File: config.mk
export PLATFORM = sky130hd
export DESIGN_NAME = apb_master_requester
export DESIGN_NICKNAME = d
export VERILOG_FILES = /design/src/rtl/apb_master_requester.sv
export SDC_FILE = /design/constraint.sdc
export NUM_CORES = 1
export LEC_CHECK = 0
export ABC_AREA = 1
export BUFFER_PORTS_ARGS = -buffer_cell sky130_fd_sc_hd__clkbuf_2
export CORE_MARGIN = 5
export CORE_UTILIZATION = 35
export CTS_CLUSTER_DIAMETER = 50
export CTS_CLUSTER_SIZE = 24
export DETAILED_ROUTE_END_ITERATION = 7
export PLACE_DENSITY_LB_ADDON = 0.05
export SYNTH_ARGS = -nofsm -noshare
export SYNTH_HDL_FRONTEND = slang
export SYNTH_SLANG_ARGS = --single-unit
File: constraint.sdc
create_clock -name clk -period 1.4 [get_ports clk]
set_input_delay 0.07 -clock clk [delete_from_list [all_inputs] [get_ports clk]]
set_output_delay 0.07 -clock clk [all_outputs]
set_load 0.03 [all_outputs]
File: src/rtl/apb_master_requester.sv
// APB3 initiator: turns single-beat local commands into SETUP/ACCESS transfers
// toward up to four slaves, returning one response per accepted command.
module apb_master_requester #(
    parameter int ADDR_W     = 8,
    parameter int DATA_W     = 8,
    parameter int NUM_SLAVES = 4,
    parameter int TIMEOUT    = 16
) (
    input  logic                  clk,
    input  logic                  rst,
    input  logic                  cmd_valid,
    output logic                  cmd_ready,
    input  logic                  cmd_write,
    input  logic [1:0]            cmd_slave_id,
    input  logic [ADDR_W-1:0]     cmd_addr,
    input  logic [DATA_W-1:0]     cmd_wdata,
    output logic                  rsp_valid,
    output logic [DATA_W-1:0]     rsp_rdata,
    output logic                  rsp_err,
    output logic                  rsp_timeout,
    output logic [NUM_SLAVES-1:0] psel,
    output logic                  penable,
    output logic                  pwrite,
    output logic [ADDR_W-1:0]     paddr,
    output logic [DATA_W-1:0]     pwdata,
    input  logic [DATA_W-1:0]     prdata,
    input  logic                  pready,
    input  logic                  pslverr
);

    localparam int          CNT_W = (TIMEOUT > 0) ? $clog2(TIMEOUT + 1) : 1;
    localparam int unsigned NS    = NUM_SLAVES;
    localparam int unsigned TO    = TIMEOUT;

    typedef enum logic [1:0] {
        IDLE   = 2'd0,
        SETUP  = 2'd1,
        ACCESS = 2'd2,
        DECERR = 2'd3
    } state_t;

    state_t state, state_n;

    logic [CNT_W-1:0]      wait_cnt, wait_cnt_n, wait_inc;
    logic                  wait_expired;
    logic                  id_ok;
    logic [NUM_SLAVES-1:0] psel_n;
    logic                  penable_n;
    logic                  pwrite_n;
    logic [ADDR_W-1:0]     paddr_n;
    logic [DATA_W-1:0]     pwdata_n;
    logic                  rsp_valid_n;
    logic [DATA_W-1:0]     rsp_rdata_n;
    logic                  rsp_err_n;
    logic                  rsp_timeout_n;

    function automatic logic [NUM_SLAVES-1:0] decode(input logic [1:0] id);
        logic [NUM_SLAVES-1:0] sel;
        sel = '0;
        for (int unsigned i = 0; i < NS; i++) begin
            if ({30'd0, id} == i) begin
                sel[i] = 1'b1;
            end
        end
        return sel;
    endfunction

    assign cmd_ready = (state == IDLE) && !rst;
    assign id_ok     = {30'd0, cmd_slave_id} < NS;

    // Saturating increment; the expiry test looks at the post-increment value so
    // the abort fires at the end of the TIMEOUT-th ACCESS cycle with pready low.
    assign wait_inc     = (wait_cnt == '1) ? wait_cnt : wait_cnt + 1'b1;
    assign wait_expired = (TO != 0) && ({{(32 - CNT_W){1'b0}}, wait_inc} >= TO);

    always_comb begin
        state_n       = state;
        wait_cnt_n    = wait_cnt;
        psel_n        = psel;
        penable_n     = penable;
        pwrite_n      = pwrite;
        paddr_n       = paddr;
        pwdata_n      = pwdata;
        rsp_valid_n   = 1'b0;
        rsp_rdata_n   = '0;
        rsp_err_n     = 1'b0;
        rsp_timeout_n = 1'b0;

        case (state)
            IDLE: begin
                if (cmd_valid) begin
                    if (id_ok) begin
                        state_n    = SETUP;
                        wait_cnt_n = '0;
                        psel_n     = decode(cmd_slave_id);
                        penable_n  = 1'b0;
                        pwrite_n   = cmd_write;
                        paddr_n    = cmd_addr;
                        pwdata_n   = cmd_write ? cmd_wdata : '0;
                    end else begin
                        state_n = DECERR;
                    end
                end
            end

            SETUP: begin
                state_n   = ACCESS;
                penable_n = 1'b1;
            end

            ACCESS: begin
                if (pready) begin
                    state_n     = IDLE;
                    psel_n      = '0;
                    penable_n   = 1'b0;
                    rsp_valid_n = 1'b1;
                    rsp_err_n   = pslverr;
                    rsp_rdata_n = (!pwrite && !pslverr) ? prdata : '0;
                end else begin
                    wait_cnt_n = wait_inc;
                    if (wait_expired) begin
                        state_n       = IDLE;
                        psel_n        = '0;
                        penable_n     = 1'b0;
                        rsp_valid_n   = 1'b1;
                        rsp_err_n     = 1'b1;
                        rsp_timeout_n = 1'b1;
                    end
                end
            end

            DECERR: begin
                state_n     = IDLE;
                rsp_valid_n = 1'b1;
                rsp_err_n   = 1'b1;
            end

            default: begin
                state_n = IDLE;
            end
        endcase
    end

    always_ff @(posedge clk) begin
        if (rst) begin
            state       <= IDLE;
            wait_cnt    <= '0;
            psel        <= '0;
            penable     <= 1'b0;
            pwrite      <= 1'b0;
            paddr       <= '0;
            pwdata      <= '0;
            rsp_valid   <= 1'b0;
            rsp_rdata   <= '0;
            rsp_err     <= 1'b0;
            rsp_timeout <= 1'b0;
        end else begin
            state       <= state_n;
            wait_cnt    <= wait_cnt_n;
            psel        <= psel_n;
            penable     <= penable_n;
            pwrite      <= pwrite_n;
            paddr       <= paddr_n;
            pwdata      <= pwdata_n;
            rsp_valid   <= rsp_valid_n;
            rsp_rdata   <= rsp_rdata_n;
            rsp_err     <= rsp_err_n;
            rsp_timeout <= rsp_timeout_n;
        end
    end

endmodule

==> impl_metrics.ini, run 1 <==
[status]
status = finished clean

[die]
core_um2 = 4086
die-area_um2 = 5708
start_util = 0.3680
io_pins = 66
fp.dieH_um = 75.55
dieWidth_um = 75.55
std_cell_rows = 23

[worst_setup_path]
endpoint_kind = flop
required_ns = 1.58
cpMaxStageDelayCell = dfxtp_1
path_class = reg -> reg
crit_chain = ha_1 > nand3_1 > nand2_2 > inv_1 > nand2_1 > nand3_1 > nand2_1 > nor2_1
setup.worst_path.start_class = flop
cp.arrival_ns = 1.44
crit_fanout = 4
max_stage_delay_ns = 0.37

[clock_tree]
clockBufferDepth = 2
cts_tree = done
path_clk_slew_ns = 0.08
clock_latency_ns = 0.29
root_buffer = clkbuf_8
clock_sinks = 40
htreeDepth = 2
cts_buffers = 5

[drt]
drtIter0Drc = 49
drc = 0
via_per_inst = 4.384
vias = 1403
wl_mm = 3.586
drt_pass1_iterations = 5
ant_nets = 0
avgRoutedWirePerCell_um = 11.21

[synthesis]
netlist_instances = 181
ys_seq_area_frac = 0.5324
synth.avg_cell_area_um2 = 8.309
yosysTopAreaCell = dfxtp_1
synthTopCellsByArea = dfxtp_1 (53%), nand2_1 (10%), nand3_1 (6.3%), inv_1 (5.2%), nor2_1 (5.0%)
synth-seq-cells = 40
synth_area_um2 = 1504
synth.top_cell.area_share = 0.5324
synth.distinct_cells = 22
synth_nets = 214
synth_warnings = 0

[placement]
place_area_um2 = 1868
place.gp.congestion = 0.7540
port_buffers = 65
dp_hpwl_mm = 2.500

[power]
p_leak_uw = 0.001134
ir_drop_mv = 0.4261
power_density_nw_per_um2 = 1159
total_power_uw = 2532

[finish]
fin_util = 0.5343
final_area_um2 = 2183
fin_nets = 302
syn2layout_area_growth_pct = 45.17
drive_above_1_share = 0.3259
antenna_cells = 0

[timing]
final_max_slew_viol_count = 0
worst_pin_slew_ns = 0.4140
setup_viol = 0
rsz0062_at_grt = no
clock-skew-final_ns = 0.004702
fmax_mhz = 796.3
tns_ns = 0
finalCritPeriodShare = 0.8970
hold_viol_final = 0
max_slew_margin = 0.7234
finalCriticalPeriod_ns = 1.256

[global_route]
grt_pass1_vias = 1355
grt_util_all_layers = 0.1327
overflow = 0
grt_pass1_wl_mm = 5.727
antenna_found_initial = 0
grt_start_max_net_pins = 19

[worst_hold_path]
holdCritPathClass = in -> reg

[job]
maxCapViolCount = 0
[logic make-up (layout without fill, tap and decap cells)]
family,after synthesis,count (layout),synth area share
AND/OR/NAND/NOR,91,91,0.2754
flip-flops,40,40,0.5324
AO/OA/AOI/OAI,19,19,0.09069
buffers and inverters,30,119,0.09318
adder cells (fa/ha/maj),1,1,0.008318
[final cells by class]
| cell class | count | area, µm² |
|---|---|---|
| Fill cell | 405 | 1903 |
| Sequential cell | 40 | 802.0 |
| Multi-Input combinational cell | 111 | 565.5 |
| Timing Repair Buffer | 86 | 545.5 |
| Inverter | 25 | 96.34 |
| Clock buffer | 5 | 68.82 |
| Tap cell | 50 | 62.56 |
| Clock inverter | 3 | 42.54 |
[state kept, by name, indices dropped and copies added, names as in the netlist]
name / count
psel: 4
pwrite: 1
rsp_rdata: 8
rsp_timeout: 1
paddr: 8
penable: 1
state: 2
wait_cnt: 5
rsp_err: 1
rsp_valid: 1
pwdata: 8
[critical path: cells and delay by family, from the launching register on]
kind | cells | cell delay (ns)
simple gates | 6 | 0.51
flops | 1 | 0.37
fa+ha+maj | 1 | 0.20
buf+inv | 1 | 0.08
[routing by layer]
layer	wire length, µm	global-route usage	vias to the layer above
met5	0	0	-
met4	66	0.06796	0
met3	324	0.04090	7
met2	1494	0.2042	51
met1	1701	0.1672	592
li1	-	-	753
[path summary, 6_finish.rpt]
check,depth (start not counted),to,slack (ns),start
max,8,psel[3]$_SDFFE_PP0P_,0.14,wait_cnt[1]$_SDFFE_PP0P_
max reg2reg,8,psel[3]$_SDFFE_PP0P_,0.14,wait_cnt[1]$_SDFFE_PP0P_
min reg2reg,2,pwdata[4]$_SDFFE_PP0P_,0.45,pwdata[4]$_SDFFE_PP0P_
min,3,pwdata[7]$_SDFFE_PP0P_,0.006,cmd_wdata[7]
[cell usage after synthesis]
master / number
dfxtp_1: 40
a22o_1: 8
nand4_1: 2
nand3_1: 19
a21oi_1: 6
nor2_4: 2
nor3_1: 2
buf_6: 3
o21ai_0: 2
nand2_2: 1
nand3_4: 1
inv_1: 21
ha_1: 1
buf_2: 2
inv_4: 1
nor3b_1: 1
a21oi_2: 1
nand3_2: 1
nand2_1: 42
o21ai_2: 2
nor2_1: 20
inv_2: 3
[through the flow]
step           std cells  setup WS [ns]  hold WS (ns)
6_report             320         0.1443      0.005789
3_3_place_gp         292         0.1221        0.2728
2_1_floorplan        181         0.2174        0.1822
4_1_cts              320        0.07498      0.001850
3_5_place_dp         292        0.09554        0.2738
5_1_grt              320        0.02406      0.006834
[layout by cell type (no fill, tap or decap), types with 2 or more instances in the layout]
cell type      synthesis  final
nor2_1                20     20
nand2_2                1      2
nand4_1                2      2
a21oi_1                6      6
inv_1                 21     21
nor3_1                 2      2
a22o_1                 8      8
nand3_1               19     19
o21ai_2                2      2
clkbuf_8               0      5
nand2_1               42     41
dfxtp_1               40     39
dlygate4sd3_1          0     20
clkbuf_2               0     65
nor2_4                 2      2
inv_2                  3      3
[power breakdown]
part | internal (µW) | switching [µW] | total [µW]
clock network | 527 | 405 | 932
logic | 156 | 229 | 385
registers | 1190 | 29.0 | 1210
total | 1870 | 663 | 2530
[repair_timing]
action / 4_1_cts / 5_1_grt
endpoints found under the hold margin: 20 / 0
hold buffers: 20 / 0
buffers inserted: 0 / 0
setup endpoints to repair: 0 / 4
gates resized for setup: 0 / 3
Power figures use the tool's default switching activity.
==> run 2, diff against run 1 <==
- BUFFER_PORTS_ARGS: -buffer_cell sky130_fd_sc_hd__clkbuf_2 -> -buffer_cell sky130_fd_sc_hd__buf_2
==> run 2 against run 1 <==
  * Via count down 0.57%
  * Sequential power about the same
  * Final cell count up 0.31%
  * Routed wire length up 4.5%
  * Register-to-register slack about the same
  * Non-clock buffer count up 1
  * Combinational power about the same
  * Core utilization up 0.40 points
  * Sequential share of layout area down 0.21 points
  * Critical endpoint is now rsp_valid$_SDFF_PP0_
  * Largest power group unchanged
==> impl_metrics.ini, run 2 (synthesis results as in run 1) <==
[status]
status = finished clean

[drt]
vias = 1395
via_per_inst = 4.346
wl_mm = 3.746
avgRoutedWirePerCell_um = 11.67
drc = 0
ant_nets = 0
drt_pass1_iterations = 4
drtIter0Drc = 43

[global_route]
grt_pass1_wl_mm = 5.844
overflow = 0
antenna_found_initial = 0
grt_util_all_layers = 0.1336
grt_start_max_net_pins = 19
grt_pass1_vias = 1350

[worst_setup_path]
crit_fanout = 5
cp.arrival_ns = 1.45
critPathTopFamily = flip-flops
r2r_cells = 7
cpMaxStageDelayCell = dfxtp_2
cp_common_cell = inv_1
r2r-start = wait_cnt[0]$_SDFFE_PP0P_
cp_num_buf_inv = 2
path_class = reg -> reg
max_stage_delay_ns = 0.35
setup.worst_path.start_class = flop
crit_chain = ha_2 > nand3_1 > nand2_2 > inv_1 > nand2_1 > o21ai_0 > inv_1
required_ns = 1.59
worstReg2RegEnd = rsp_valid$_SDFF_PP0_
ff2ff_setup_slack_ns = 0.14
endpoint_kind = flop
worst-path-stages = 7

[finish]
final_cell_mix = buf_2 (65), nand2_1 (41), dfxtp_1 (38), inv_1 (21)
antenna_cells = 0
syn2layout_area_growth_pct = 46.26
reg_top3 = paddr (8), pwdata (8), rsp_rdata (8)
drive_above_1_share = 0.3358
fin_nets = 303
fin_util = 0.5383
final_area_um2 = 2200
layout_commonest_cell = buf_2

[power]
p_leak_uw = 0.001161
power_density_nw_per_um2 = 1163
p_clk_frac = 0.375
switchingPower_uw = 678.1
p_comb_frac = 0.150
pwr-share-seq = 0.474
p_sw_frac = 0.2651
p_int_uw = 1880
ir_drop_mv = 0.5193

[die]
start_util = 0.3680
fp.dieH_um = 75.55
dieWidth_um = 75.55
die-area_um2 = 5708
io_pins = 66
core_um2 = 4086
std_cell_rows = 23

[job]
maxCapViolCount = 0

[clock_tree]
clock_sinks = 40
root_buffer = clkbuf_8
path_clk_slew_ns = 0.08
clockBufferDepth = 2
cts_tree = done
htreeDepth = 2
cts_buffers = 5
clock_latency_ns = 0.29

[timing]
setup_viol = 0
hold_viol_final = 0
rsz0062_at_grt = no
worst_pin_slew_ns = 0.4031
tns_ns = 0
finalCriticalPeriod_ns = 1.265
setup_slack_ns = 0.1355
clock-skew-final_ns = 0.009296
final_max_slew_viol_count = 0
max_slew_margin = 0.7306
fmax_mhz = 790.8
finalCritPeriodShare = 0.9033

[placement]
dpl_worst_slack_ns = 0.06698
dp_hpwl_mm = 2.570
port_buffers = 65
place_area_um2 = 1868
place.gp.congestion = 0.7505

[worst_hold_path]
holdPathStages = 2
min_to = paddr[6]$_SDFFE_PP0P_
min-delay-start = cmd_addr[6]
holdCritPathClass = in -> reg
run 2: cell count changes in the layout (fill, tap and decap cells not counted), sizes merged:
cell / delta
clkbuf: -65
clkinv: +1
clkinvlp: -1
buf: +66
run 2: routing by layer:
layer  routed length, µm  track usage  up-vias
li1                    -            -      751
met1                1690       0.1544      581
met2                1625       0.2215       57
met3                 376      0.05409        6
met4                  54      0.05049        0
met5                   0            0        -
run 2: final cells by class:
type | count | area [µm²]
clock buffers | 5 | 68.82
clock inverters | 3 | 47.55
fillers | 397 | 1887
inverters | 25 | 96.34
multi-input cells | 111 | 568.0
flip-flops and latches | 40 | 803.3
well taps | 50 | 62.56
repair buffers | 87 | 553.0
run 2: worst max-delay path by stage:
stage | startpoint | end | slack (ns)
finish | wait_cnt[0]$_SDFFE_PP0P_ | rsp_valid$_SDFF_PP0_ | 0.14
floorplan | wait_cnt[0]$_SDFFE_PP0P_ | rsp_err$_SDFF_PP0_ | 0.22
CTS | wait_cnt[0]$_SDFFE_PP0P_ | rsp_valid$_SDFF_PP0_ | 0.05
detailed placement | wait_cnt[0]$_SDFFE_PP0P_ | rsp_valid$_SDFF_PP0_ | 0.07
global placement | wait_cnt[0]$_SDFFE_PP0P_ | rsp_err$_SDFF_PP0_ | 0.13
global route | wait_cnt[0]$_SDFFE_PP0P_ | psel[3]$_SDFFE_PP0P_ | 0.01
run 2: what timing repair did:
action | in CTS | in global routing
resized for setup | 0 | 4
setup endpoints to repair | 0 | 5
hold buffers | 20 | 0
setup buffers | 0 | 1
hold endpoints to repair | 20 | 0
run 2: stage by stage:
stage | power (µW) | hold slack, ns | cells
CTS | 2580 | 0.0005119 | 320
detailed placement | 1582 | 0.2881 | 292
floorplan | 1470 | 0.1822 | 181
finish | 2558 | 0.004014 | 321
global route | 2674 | 0.01429 | 321
global placement | 1584 | 0.2878 | 292
run 2: power groups by stage:
stage          Combinational (µW)  Clock (µW)  Sequential (µW)
2_1_floorplan                 154           0             1320
3_3_place_gp                  345           0             1240
3_5_place_dp                  343           0             1240
4_1_cts                       386         980             1210
5_1_grt                       424        1030             1220
6_report                      385         960             1210
